### config.mk
export PLATFORM = sky130hd
export DESIGN_NAME = seg_scan_ctrl
export DESIGN_NICKNAME = d
export VERILOG_FILES = /design/src/rtl/seg_scan_ctrl.sv
export SDC_FILE = /design/constraint.sdc
export NUM_CORES = 1
export LEC_CHECK = 0
export CAP_MARGIN = 20
export CELL_PAD_IN_SITES_DETAIL_PLACEMENT = 2
export CELL_PAD_IN_SITES_GLOBAL_PLACEMENT = 2
export CORE_MARGIN = 10
export CORE_UTILIZATION = 32
export DETAILED_ROUTE_END_ITERATION = 6
export PLACE_DENSITY = 0.82
export SLEW_MARGIN = 15
export SYNTH_ARGS = -nofsm -noshare
export SYNTH_HDL_FRONTEND = slang
export SYNTH_SLANG_ARGS = --single-unit
### constraint.sdc
create_clock -name clk_i -period 2.4 [get_ports clk_i]
set_input_delay 0.36 -clock clk_i [delete_from_list [all_inputs] [get_ports clk_i]]
set_output_delay 0.36 -clock clk_i [all_outputs]
set_load 0.1 [all_outputs]
### src/rtl/seg_scan_ctrl.sv
// Time-multiplexed scan controller for a 4-digit active-low seven-segment display.
// Double-buffers frames, blanks between digits and applies 16-level brightness PWM.
module seg_scan_ctrl #(
  parameter int DWELL_CYCLES = 50000,
  parameter int BLANK_CYCLES = 500
) (
  input  logic        clk_i,
  input  logic        rst_i,
  input  logic [31:0] frame_i,
  input  logic        frame_valid_i,
  output logic        frame_ready_o,
  input  logic [3:0]  bright_i,
  output logic [3:0]  an_o,
  output logic [7:0]  seg_o,
  output logic [1:0]  digit_o,
  output logic        frame_done_o
);

  localparam int MAX_CYCLES = (DWELL_CYCLES > BLANK_CYCLES) ? DWELL_CYCLES : BLANK_CYCLES;
  localparam int CW = $clog2(MAX_CYCLES + 1);
  localparam logic [CW-1:0] DWELL_LAST = CW'(DWELL_CYCLES - 1);
  localparam logic [CW-1:0] BLANK_LAST = CW'(BLANK_CYCLES - 1);
  localparam logic [CW-1:0] CNT_ONE    = CW'(1);

  typedef enum logic {
    ST_BLANK = 1'b0,
    ST_ON    = 1'b1
  } state_t;

  state_t        r_state;
  logic [CW-1:0] r_cnt;
  logic [1:0]    r_idx;
  logic [3:0]    r_pwm;
  logic [3:0]    r_bright;
  logic [31:0]   r_active;
  logic [31:0]   r_pending;
  logic          r_pend_full;
  logic [3:0]    r_an;
  logic [7:0]    r_seg;
  logic [1:0]    r_digit;
  logic          r_done;
  logic          r_ready;

  state_t        w_state_nxt;
  logic [CW-1:0] w_cnt_nxt;
  logic [1:0]    w_idx_nxt;
  logic [3:0]    w_pwm_nxt;
  logic [3:0]    w_bright_nxt;
  logic          w_wrap;
  logic          w_accept;
  logic          w_pend_full_nxt;
  logic [31:0]   w_active_nxt;
  logic [31:0]   w_pending_nxt;
  logic [3:0]    w_an_nxt;
  logic [7:0]    w_seg_nxt;

  // Next-state logic; outputs are derived from next state so the registered
  // pins line up with the state they describe.
  always_comb begin
    w_state_nxt  = r_state;
    w_cnt_nxt    = r_cnt + CNT_ONE;
    w_idx_nxt    = r_idx;
    w_pwm_nxt    = r_pwm;
    w_bright_nxt = r_bright;
    w_wrap       = 1'b0;
    case (r_state)
      ST_BLANK: begin
        if (r_cnt == BLANK_LAST) begin
          w_state_nxt  = ST_ON;
          w_cnt_nxt    = '0;
          w_pwm_nxt    = 4'd0;
          w_bright_nxt = bright_i;
        end else begin
          w_state_nxt = ST_BLANK;
        end
      end
      ST_ON: begin
        w_pwm_nxt = r_pwm + 4'd1;
        if (r_cnt == DWELL_LAST) begin
          w_state_nxt = ST_BLANK;
          w_cnt_nxt   = '0;
          w_idx_nxt   = r_idx + 2'd1;
          w_wrap      = (r_idx == 2'd3);
        end else begin
          w_state_nxt = ST_ON;
        end
      end
      default: begin
        w_state_nxt = ST_BLANK;
        w_cnt_nxt   = '0;
      end
    endcase

    // A frame arriving on the wrap edge lands in pending, never directly in active.
    w_accept        = frame_valid_i & r_ready;
    w_pend_full_nxt = w_accept | (r_pend_full & ~w_wrap);
    w_pending_nxt   = w_accept ? frame_i : r_pending;
    w_active_nxt    = (w_wrap & r_pend_full) ? r_pending : r_active;

    w_an_nxt  = 4'hF;
    w_seg_nxt = 8'hFF;
    if (w_state_nxt == ST_ON) begin
      w_seg_nxt = w_active_nxt[{w_idx_nxt, 3'b000} +: 8];
      if (w_pwm_nxt <= w_bright_nxt) begin
        w_an_nxt = ~(4'b0001 << w_idx_nxt);
      end else begin
        w_an_nxt = 4'hF;
      end
    end else begin
      w_seg_nxt = 8'hFF;
    end
  end

  // State, buffers and registered outputs.
  always_ff @(posedge clk_i) begin
    if (rst_i) begin
      r_state     <= ST_BLANK;
      r_cnt       <= '0;
      r_idx       <= 2'd0;
      r_pwm       <= 4'd0;
      r_bright    <= 4'd0;
      r_active    <= 32'hFFFF_FFFF;
      r_pending   <= 32'hFFFF_FFFF;
      r_pend_full <= 1'b0;
      r_an        <= 4'hF;
      r_seg       <= 8'hFF;
      r_digit     <= 2'd0;
      r_done      <= 1'b0;
      r_ready     <= 1'b1;
    end else begin
      r_state     <= w_state_nxt;
      r_cnt       <= w_cnt_nxt;
      r_idx       <= w_idx_nxt;
      r_pwm       <= w_pwm_nxt;
      r_bright    <= w_bright_nxt;
      r_active    <= w_active_nxt;
      r_pending   <= w_pending_nxt;
      r_pend_full <= w_pend_full_nxt;
      r_an        <= w_an_nxt;
      r_seg       <= w_seg_nxt;
      r_digit     <= w_idx_nxt;
      r_done      <= w_wrap;
      r_ready     <= ~w_pend_full_nxt;
    end
  end

  assign an_o          = r_an;
  assign seg_o         = r_seg;
  assign digit_o       = r_digit;
  assign frame_done_o  = r_done;
  assign frame_ready_o = r_ready;

endmodule

==> load_flow_metrics.sql, run 1 <==
INSERT INTO impl_metrics (metric_group, metric, value, unit) VALUES
('status', 'run_status', 'finished, violations left', ''),
('status', 'failed_checks', 'setup timing', ''),
('routing', 'vias', '3531', ''),
('die', 'placeableCoreArea', '0.01330', 'mm2'),
('clock_tree', 'numClockSinks', '106', ''),
('routing', 'drt_wl_total', '14940', 'um'),
('yosys', 'synth_edf_count', '0', ''),
('min_path', 'worstHoldStart', 'rst_i', ''),
('clock_tree', 'clock_path_buffers', '2', ''),
('clock_tree', 'worstSkewPairLatency', '0.36', 'ns'),
('setup_path', 'cp_num_buf_inv', '0', ''),
('timing', 'finalSetupViolCount', '4', ''),
('global_routing', 'grt_pass1_wl', '21700', 'um'),
('timing', 'report.final.hold_viol_count', '0', ''),
('setup_path', 'critPathCaptureType', 'register', ''),
('setup_path', 'worst-endpoint-arrival', '2.83', 'ns'),
('yosys', 'syn_area', '0.004344', 'mm2'),
('pwr', 'power_per_cell_area', '606.5', 'mW/mm2'),
('setup_path', 'timing.critical_path.required', '2.64', 'ns'),
('global_routing', 'grt_max_degree', '70', ''),
('timing', 'timing.max_slew.rel_slack', '0.5292', ''),
('timing', 'f_max', '0.3866', 'GHz'),
('finish', 'fillCellCount', '1349', ''),
('setup_path', 'startpoint_type', 'register', ''),
('setup_path', 'critical_path_class', 'register to register', ''),
('yosys', 'synth-main-ff-cell', 'sky130_fd_sc_hd__dfxtp_1', ''),
('clock_tree', 'cts_max_level', '3', ''),
('setup_path', 'r2r-end', 'an_o[3]$_SDFF_PP1_', ''),
('routing', 'detail_route.first_pass.iterations', '6', ''),
('global_routing', 'grt_pass1_vias', '3938', ''),
('setup_path', 'crit_slowest_cell', 'sky130_fd_sc_hd__dfxtp_2', ''),
('placement', 'globalplace.congestion', '0.7715', ''),
('timing', 'setup_total_negative_slack', '-0.6974', 'ns'),
('setup_path', 'timing.critical_path.max_delay_family', 'simple AND/OR/NAND/NOR gates', ''),
('die', 'floorplan.initialDensity', '0.3267', ''),
('die', 'die_width', '136.5', 'um'),
('min_path', 'min_delay_worst_endpoint', 'r_bright[1]$_SDFF_PP0_', ''),
('placement', 'place_area', '0.005255', 'mm2'),
('finish', 'finalCoreUtilization', '0.4519', ''),
('routing', 'ant_nets', '0', ''),
('finish', 'ant_diodes', '0', ''),
('yosys', 'syn-instance-count', '420', ''),
('setup_path', 'critical_path_fanouts_max', '4', ''),
('routing', 'avgViaCountPerCell', '5.117', ''),
('global_routing', 'global_route.usage.total', '0.1487', ''),
('placement', 'dp_hpwl', '9039', 'um'),
('min_path', 'worst_hold_path_type', 'primary input to register', ''),
('yosys', 'post_synth.cell_area_avg', '10.34', 'um2'),
('finish', 'proportion_of_layout_cells_with_a_drive_suffix_above_1', '0.3210', ''),
('timing', 'finalClockSkew', '0.01203', 'ns'),
('yosys', 'mappedNetlistNets', '466', ''),
('routing', 'first_iter_violations', '188', ''),
('yosys', 'postSynthRegisterBits', '106', ''),
('clock_tree', 'cell_at_the_root_of_the_clock_tree', 'sky130_fd_sc_hd__clkbuf_16', ''),
('finish', 'finalInstanceArea', '0.006008', 'mm2'),
('setup_path', 'r2r.worst_path.cells', '12', ''),
('clock_tree', 'tritoncts', 'built', ''),
('clock_tree', 'numCtsBuffers', '9', ''),
('timing', 'pin_slew_with_the_least_headroom_to_its_limit', '0.7062', 'ns'),
('min_path', 'holdPathStages', '2', ''),
('clock_tree', 'path_clk_slew', '0.07', 'ns'),
('setup_path', 'crit_path_cell_trace', 'ha_4 > nor4b_4 > nand3_2 > nor2_4 > mux2i_2 > ha_1 > nor2b_4 > o21a_1 > o21ai_1 > nand2b_1 > a21oi_4 > nand2_1', ''),
('timing', 'unrepaired_setup_endpoints_after_global_routing', 'yes', ''),
('placement', 'place.port_buffers', '54', ''),
('setup_path', 'timing.critical_path.slowest_cell_delay', '0.35', 'ns'),
('global_routing', 'gr-total-overflow', '0', ''),
('placement', 'detailedPlace.worstSlack', '-0.2415', 'ns'),
('yosys', 'yosys_warnings', '0', ''),
('yosys', 'synth_cell_types', '48', ''),
('setup_path', 'worstReg2RegStart', 'r_cnt[1]$_SDFF_PP0_', ''),
('timing', 'fin_ws', '-0.1866', 'ns');
[worst max path at each step]
stage,from,end,cells after the start
floorplan,r_cnt[1]$_SDFF_PP0_,an_o[2]$_SDFF_PP1_,12
global placement,r_cnt[1]$_SDFF_PP0_,an_o[0]$_SDFF_PP1_,12
detailed placement,r_cnt[1]$_SDFF_PP0_,an_o[3]$_SDFF_PP1_,12
CTS,r_cnt[0]$_SDFF_PP0_,an_o[3]$_SDFF_PP1_,12
global route,r_cnt[1]$_SDFF_PP0_,an_o[0]$_SDFF_PP1_,12
finish,r_cnt[1]$_SDFF_PP0_,an_o[3]$_SDFF_PP1_,12
[flip-flops by register name, summed over array words and instances (netlist names)]
register       cells
r_pending         32
r_active          32
an_o               4
r_pend_full        1
r_pwm              4
digit_o            2
frame_done_o       1
frame_ready_o      1
r_bright           4
r_state            1
seg_o              8
r_cnt             16
[Yosys cell counts, types with 5 or more instances]
cell / number / area share
sky130_fd_sc_hd__a211o_1: 32 / 0.065
sky130_fd_sc_hd__a21oi_1: 7 / 0.0081
sky130_fd_sc_hd__and3_1: 33 / 0.048
sky130_fd_sc_hd__clkbuf_1: 18 / 0.016
sky130_fd_sc_hd__dfxtp_1: 106 / 0.49
sky130_fd_sc_hd__ha_1: 7 / 0.020
sky130_fd_sc_hd__inv_1: 6 / 0.0052
sky130_fd_sc_hd__mux2_2: 19 / 0.049
sky130_fd_sc_hd__mux2i_1: 19 / 0.044
sky130_fd_sc_hd__nand2_1: 19 / 0.016
sky130_fd_sc_hd__nand2b_1: 16 / 0.023
sky130_fd_sc_hd__nand3_1: 6 / 0.0069
sky130_fd_sc_hd__nand4_1: 8 / 0.012
sky130_fd_sc_hd__nor2_1: 28 / 0.024
sky130_fd_sc_hd__nor3_1: 5 / 0.0058
sky130_fd_sc_hd__o22ai_1: 6 / 0.0086
sky130_fd_sc_hd__or2_2: 18 / 0.026
sky130_fd_sc_hd__or3_1: 5 / 0.0072
sky130_fd_sc_hd__xnor2_1: 7 / 0.014
sky130_fd_sc_hd__xor2_1: 10 / 0.020
[timing repair]
action / in CTS / in global routing
buffers inserted: 8 / 10
resized for setup: 15 / 43
pin swaps: 11 / 19
endpoints found under the hold margin: 0 / 0
cloned: 0 / 3
setup endpoints to repair: 4 / 13
[area by class of cell]
cell class | instances | area (um2) | share of cell area
repair buffers | 105 | 980.9 | 0.1633
flip-flops and latches | 106 | 2133 | 0.3551
clock inverters | 6 | 71.32 | 0.01187
well taps | 176 | 220.2 | 0.03665
inverters | 6 | 22.52 | 0.003748
multi-input cells | 281 | 2351 | 0.3913
clock buffers | 10 | 229.0 | 0.03811
[kinds of logic after synthesis]
logic type / Yosys count / share of synthesized area
buf+inv: 33 / 0.03398
xor+xnor: 17 / 0.03427
mux: 39 / 0.09649
fa+ha+maj: 7 / 0.02016
flops: 106 / 0.4885
compound gates: 64 / 0.1175
simple gates: 154 / 0.2091
[cells in the final DEF (no fill, tap or decap), types with 4 or more instances in the layout]
cell type / instances
sky130_fd_sc_hd__a21oi_1: 6
sky130_fd_sc_hd__nor2_1: 28
sky130_fd_sc_hd__nand3_1: 5
sky130_fd_sc_hd__a222oi_1: 4
sky130_fd_sc_hd__nand2_1: 18
sky130_fd_sc_hd__xnor2_1: 7
sky130_fd_sc_hd__dfxtp_1: 99
sky130_fd_sc_hd__dfxtp_2: 6
sky130_fd_sc_hd__or3_1: 5
sky130_fd_sc_hd__mux2i_2: 4
sky130_fd_sc_hd__mux2_4: 10
sky130_fd_sc_hd__buf_6: 4
sky130_fd_sc_hd__nand4_1: 8
sky130_fd_sc_hd__mux2_2: 10
sky130_fd_sc_hd__buf_4: 56
sky130_fd_sc_hd__o22ai_1: 5
sky130_fd_sc_hd__ha_1: 6
sky130_fd_sc_hd__xor2_1: 10
sky130_fd_sc_hd__nor3_1: 4
sky130_fd_sc_hd__mux2i_4: 11
sky130_fd_sc_hd__clkdlybuf4s50_1: 37
sky130_fd_sc_hd__or2_2: 18
sky130_fd_sc_hd__and3_1: 32
sky130_fd_sc_hd__clkbuf_16: 11
sky130_fd_sc_hd__inv_1: 6
sky130_fd_sc_hd__a211o_1: 32
sky130_fd_sc_hd__nand2b_1: 16
sky130_fd_sc_hd__mux2i_1: 4
[routing by layer]
layer | GRT usage | vias up | share of wire
met5 | 0 | - | 0
met4 | 0.04201 | 0 | 0.011
met3 | 0.04252 | 10 | 0.043
met2 | 0.2724 | 62 | 0.55
met1 | 0.1625 | 1789 | 0.40
li1 | - | 1670 | -
[metrics by stage]
step                hold WS [ns]  cells
CTS                       0.3334    680
global placement          0.4400    656
finish                    0.3374    690
global route              0.3528    690
detailed placement        0.4471    656
floorplan                 0.4080    420
[report_power, final]
| part | leakage (nW) | internal (mW) | switching [mW] |
|---|---|---|---|
| Combinational | 1.39 | 0.132 | 0.117 |
| Sequential | 0.869 | 1.81 | 0.0453 |
| Clock | 0.145 | 0.824 | 0.717 |
| Total | 2.40 | 2.77 | 0.879 |
Power figures use the tool's default switching activity.
==> run 2, diff against run 1 <==
--- a/config.mk
+++ b/config.mk
@@ -8,7 +8,7 @@
 export CAP_MARGIN = 20
 export CELL_PAD_IN_SITES_DETAIL_PLACEMENT = 2
 export CELL_PAD_IN_SITES_GLOBAL_PLACEMENT = 2
-export CORE_MARGIN = 10
+export CORE_MARGIN = 2
 export CORE_UTILIZATION = 32
 export DETAILED_ROUTE_END_ITERATION = 6
 export PLACE_DENSITY = 0.82
==> load_flow_metrics.sql, run 2 (synthesis gave the netlist of run 1 again) <==
INSERT INTO impl_metrics (metric_group, metric, value, unit) VALUES
('status', 'run_status', 'finished, violations left', ''),
('status', 'failed_checks', 'setup timing', ''),
('setup_path', 'reg2reg_setup_slack', '-0.07', 'ns'),
('global_routing', 'number_of_antenna_violations_at_the_first_check_in_global_routing', '0', ''),
('global_routing', 'global_route.usage.total', '0.1839', ''),
('setup_path', 'crit_path_cell_trace', 'ha_4 > nor4b_4 > nand3_2 > nor2_4 > mux2i_2 > ha_1 > nor2b_1 > o21a_1 > o21ai_1 > nand2b_1 > a21oi_2 > nand2_1', ''),
('clock_tree', 'numCtsBuffers', '9', ''),
('routing', 'wl_per_cell', '20.27', 'um'),
('die', 'die_width', '120.5', 'um'),
('routing', 'ant_nets', '0', ''),
('placement', 'place.port_buffers', '54', ''),
('timing', 'slew_viol_final', '0', ''),
('clock_tree', 'worstSkewPairLatency', '0.37', 'ns'),
('setup_path', 'crit_path_end', 'an_o[0]$_SDFF_PP1_', ''),
('routing', 'vias', '3448', ''),
('setup_path', 'worstReg2RegStart', 'r_cnt[1]$_SDFF_PP0_', ''),
('die', 'row_count', '42', ''),
('timing', 'unrepaired_setup_endpoints_after_global_routing', 'yes', ''),
('routing', 'detail_route.first_pass.iterations', '4', ''),
('timing', 'finalSetupViolCount', '4', ''),
('placement', 'dp_hpwl', '8582', 'um'),
('finish', 'final_nets', '541', ''),
('die', 'fp.dieArea', '0.01452', 'mm2'),
('global_routing', 'grt_max_degree', '70', ''),
('routing', 'first_iter_violations', '165', ''),
('setup_path', 'timing.critical_path.max_delay_family', 'simple AND/OR/NAND/NOR gates', ''),
('timing', 'timing.max_slew.rel_slack', '0.5609', ''),
('finish', 'layoutNonFillerInstCount', '676', ''),
('clock_tree', 'tritoncts', 'built', ''),
('setup_path', 'r2r-end', 'an_o[0]$_SDFF_PP1_', ''),
('pwr', 'clockPowerShare', '0.409', ''),
('setup_path', 'critPathCaptureType', 'register', ''),
('pwr', 'p_int', '2.691', 'mW'),
('pwr', 'switching_share', '0.2408', ''),
('pwr', 'power.sequential.fraction', '0.522', ''),
('setup_path', 'timing.critical_path.required', '2.61', 'ns'),
('setup_path', 'cp-startpoint', 'r_cnt[1]$_SDFF_PP0_', ''),
('timing', 'final_min_period_over_clock_period', '1.029', ''),
('finish', 'fillCellCount', '1401', ''),
('setup_path', 'cp_num_buf_inv', '0', ''),
('pwr', 'worst_ir_drop_vdd', '0.2876', 'mV'),
('setup_path', 'cp.depth', '12', ''),
('placement', 'dp.cells', '651', ''),
('timing', 'fin_ws', '-0.06855', 'ns'),
('global_routing', 'grt_pass1_wl', '20680', 'um'),
('timing', 'report.final.hold_viol_count', '0', ''),
('setup_path', 'crit_slowest_cell', 'sky130_fd_sc_hd__dfxtp_4', ''),
('pwr', 'power_per_cell_area', '626.0', 'mW/mm2'),
('timing', 'finalClockSkew', '0.01241', 'ns'),
('clock_tree', 'cell_at_the_root_of_the_clock_tree', 'sky130_fd_sc_hd__clkbuf_16', ''),
('clock_tree', 'cts_max_level', '3', ''),
('finish', 'proportion_of_layout_cells_with_a_drive_suffix_above_1', '0.2640', ''),
('min_path', 'worst_hold_path_type', 'primary input to register', ''),
('setup_path', 'timing.critical_path.slowest_cell_delay', '0.37', 'ns'),
('die', 'floorplan.initialDensity', '0.3280', ''),
('placement', 'globalplace.congestion', '0.7610', ''),
('die', 'die_h', '120.5', 'um'),
('die', 'ioPinCount', '55', ''),
('finish', 'reg_top3', 'r_active x32, r_pending x32, r_cnt x16', ''),
('setup_path', 'worst-endpoint-arrival', '2.68', 'ns'),
('routing', 'drt_wl_total', '13700', 'um'),
('clock_tree', 'clock_path_buffers', '2', ''),
('timing', 'pin_slew_with_the_least_headroom_to_its_limit', '0.6587', 'ns'),
('die', 'placeableCoreArea', '0.01324', 'mm2'),
('finish', 'layout_common_cells', 'sky130_fd_sc_hd__dfxtp_1, sky130_fd_sc_hd__buf_4, sky130_fd_sc_hd__clkdlybuf4s50_1, sky130_fd_sc_hd__and3_1, sky130_fd_sc_hd__a211o_1', ''),
('global_routing', 'grt_pass1_vias', '3865', ''),
('setup_path', 'startpoint_type', 'register', ''),
('setup_path', 'critical_path_fanouts_max', '4', ''),
('finish', 'synthToLayoutAreaGrowth', '30.36', '%'),
('run', 'max_cap_violations', '0', ''),
('pwr', 'leakage', '2.254', 'nW'),
('setup_path', 'critical_path_class', 'register to register', ''),
('finish', 'ant_diodes', '0', ''),
('clock_tree', 'numClockSinks', '106', ''),
('routing', 'avgViaCountPerCell', '5.101', ''),
('placement', 'detailedPlace.worstSlack', '-0.1239', 'ns'),
('global_routing', 'gr-total-overflow', '0', ''),
('routing', 'drc', '0', ''),
('pwr', 'p_switching', '0.8537', 'mW'),
('timing', 'period_minus_slack', '2.469', 'ns'),
('setup_path', 'r2r.worst_path.cells', '12', ''),
('finish', 'layout.cells.most_common', 'sky130_fd_sc_hd__dfxtp_1', ''),
('timing', 'f_max', '0.4051', 'GHz'),
('clock_tree', 'path_clk_slew', '0.06', 'ns'),
('clock_tree', 'post_cts_hold_buffer_count', '0', ''),
('pwr', 'p_comb_frac', '0.070', '');
## run 2: cell count changes in the layout (fill, tap and decap cells not counted), sizes merged
cell,previous run,this run
buf,66,52
bufinv,1,0
clkbuf,12,13
clkinv,1,2
clkinvlp,1,0
## run 2: final cells by class
type	instances	area (um2)	area share
Inverter	6	22.52	0.003977
Sequential cell	106	2135	0.3769
Timing Repair Buffer	91	853.3	0.1507
Tap cell	176	220.2	0.03889
Clock inverter	5	42.54	0.007512
Multi-Input combinational cell	281	2147	0.3791
Clock buffer	11	242.7	0.04286
## run 2: worst min-delay path by stage
stage / from / endpoint / slack, ns / depth (start not counted)
detailed placement: r_pending[10]$_SDFFE_PP1P_ / r_pending[10]$_SDFFE_PP1P_ / 0.45 / 1
global route: rst_i / r_bright[3]$_SDFF_PP0_ / 0.36 / 2
floorplan: r_cnt[0]$_SDFF_PP0_ / r_cnt[0]$_SDFF_PP0_ / 0.41 / 1
global placement: r_pending[12]$_SDFFE_PP1P_ / r_pending[12]$_SDFFE_PP1P_ / 0.44 / 1
finish: rst_i / r_bright[3]$_SDFF_PP0_ / 0.35 / 2
CTS: rst_i / r_bright[3]$_SDFF_PP0_ / 0.34 / 2
## run 2: per-layer routing
metal  wire length, um  GRT usage
met4               215    0.04797
met3               443    0.04292
met5                 0          0
met1              5714     0.2116
met2              7329     0.3400
## run 2: power groups by stage
stage	logic (mW)	registers (mW)	clock network, mW
global placement	0.227	1.88	0
floorplan	0.117	1.88	0
detailed placement	0.238	1.89	0
CTS	0.247	1.85	1.47
global route	0.269	1.85	1.56
finish	0.247	1.85	1.45
## run 2: stage by stage
stage          power, mW    util  hold slack, ns  instance area [um2]  setup TNS (ns)
3_5_place_dp       2.124  0.3930          0.4506                 5205         -0.3549
2_1_floorplan      2.001       -          0.4080                 4379               0
4_1_cts            3.561  0.4186          0.3442                 5543        -0.01969
5_1_grt            3.685  0.4276          0.3632                 5663          -1.279
3_3_place_gp       2.108  0.3930          0.4424                 5205               0
6_report           3.545  0.4276          0.3495                 5663         -0.1367
## run 2: timing repair
item	4_1_cts	5_1_grt
cloned	0	3
gates resized for setup	7	10
pin swaps	4	14
setup endpoints to repair	5	13
buffers inserted	4	3
==> run 3, diff against run 2 <==
--- a/config.mk
+++ b/config.mk
@@ -10,6 +10,7 @@
 export CELL_PAD_IN_SITES_GLOBAL_PLACEMENT = 2
 export CORE_MARGIN = 2
 export CORE_UTILIZATION = 32
+export CTS_CLUSTER_DIAMETER = 200
 export DETAILED_ROUTE_END_ITERATION = 6
 export PLACE_DENSITY = 0.82
 export SLEW_MARGIN = 15
==> results of run 3 <==
No change in the layout: final DEF, timing and power equal those of run 2.
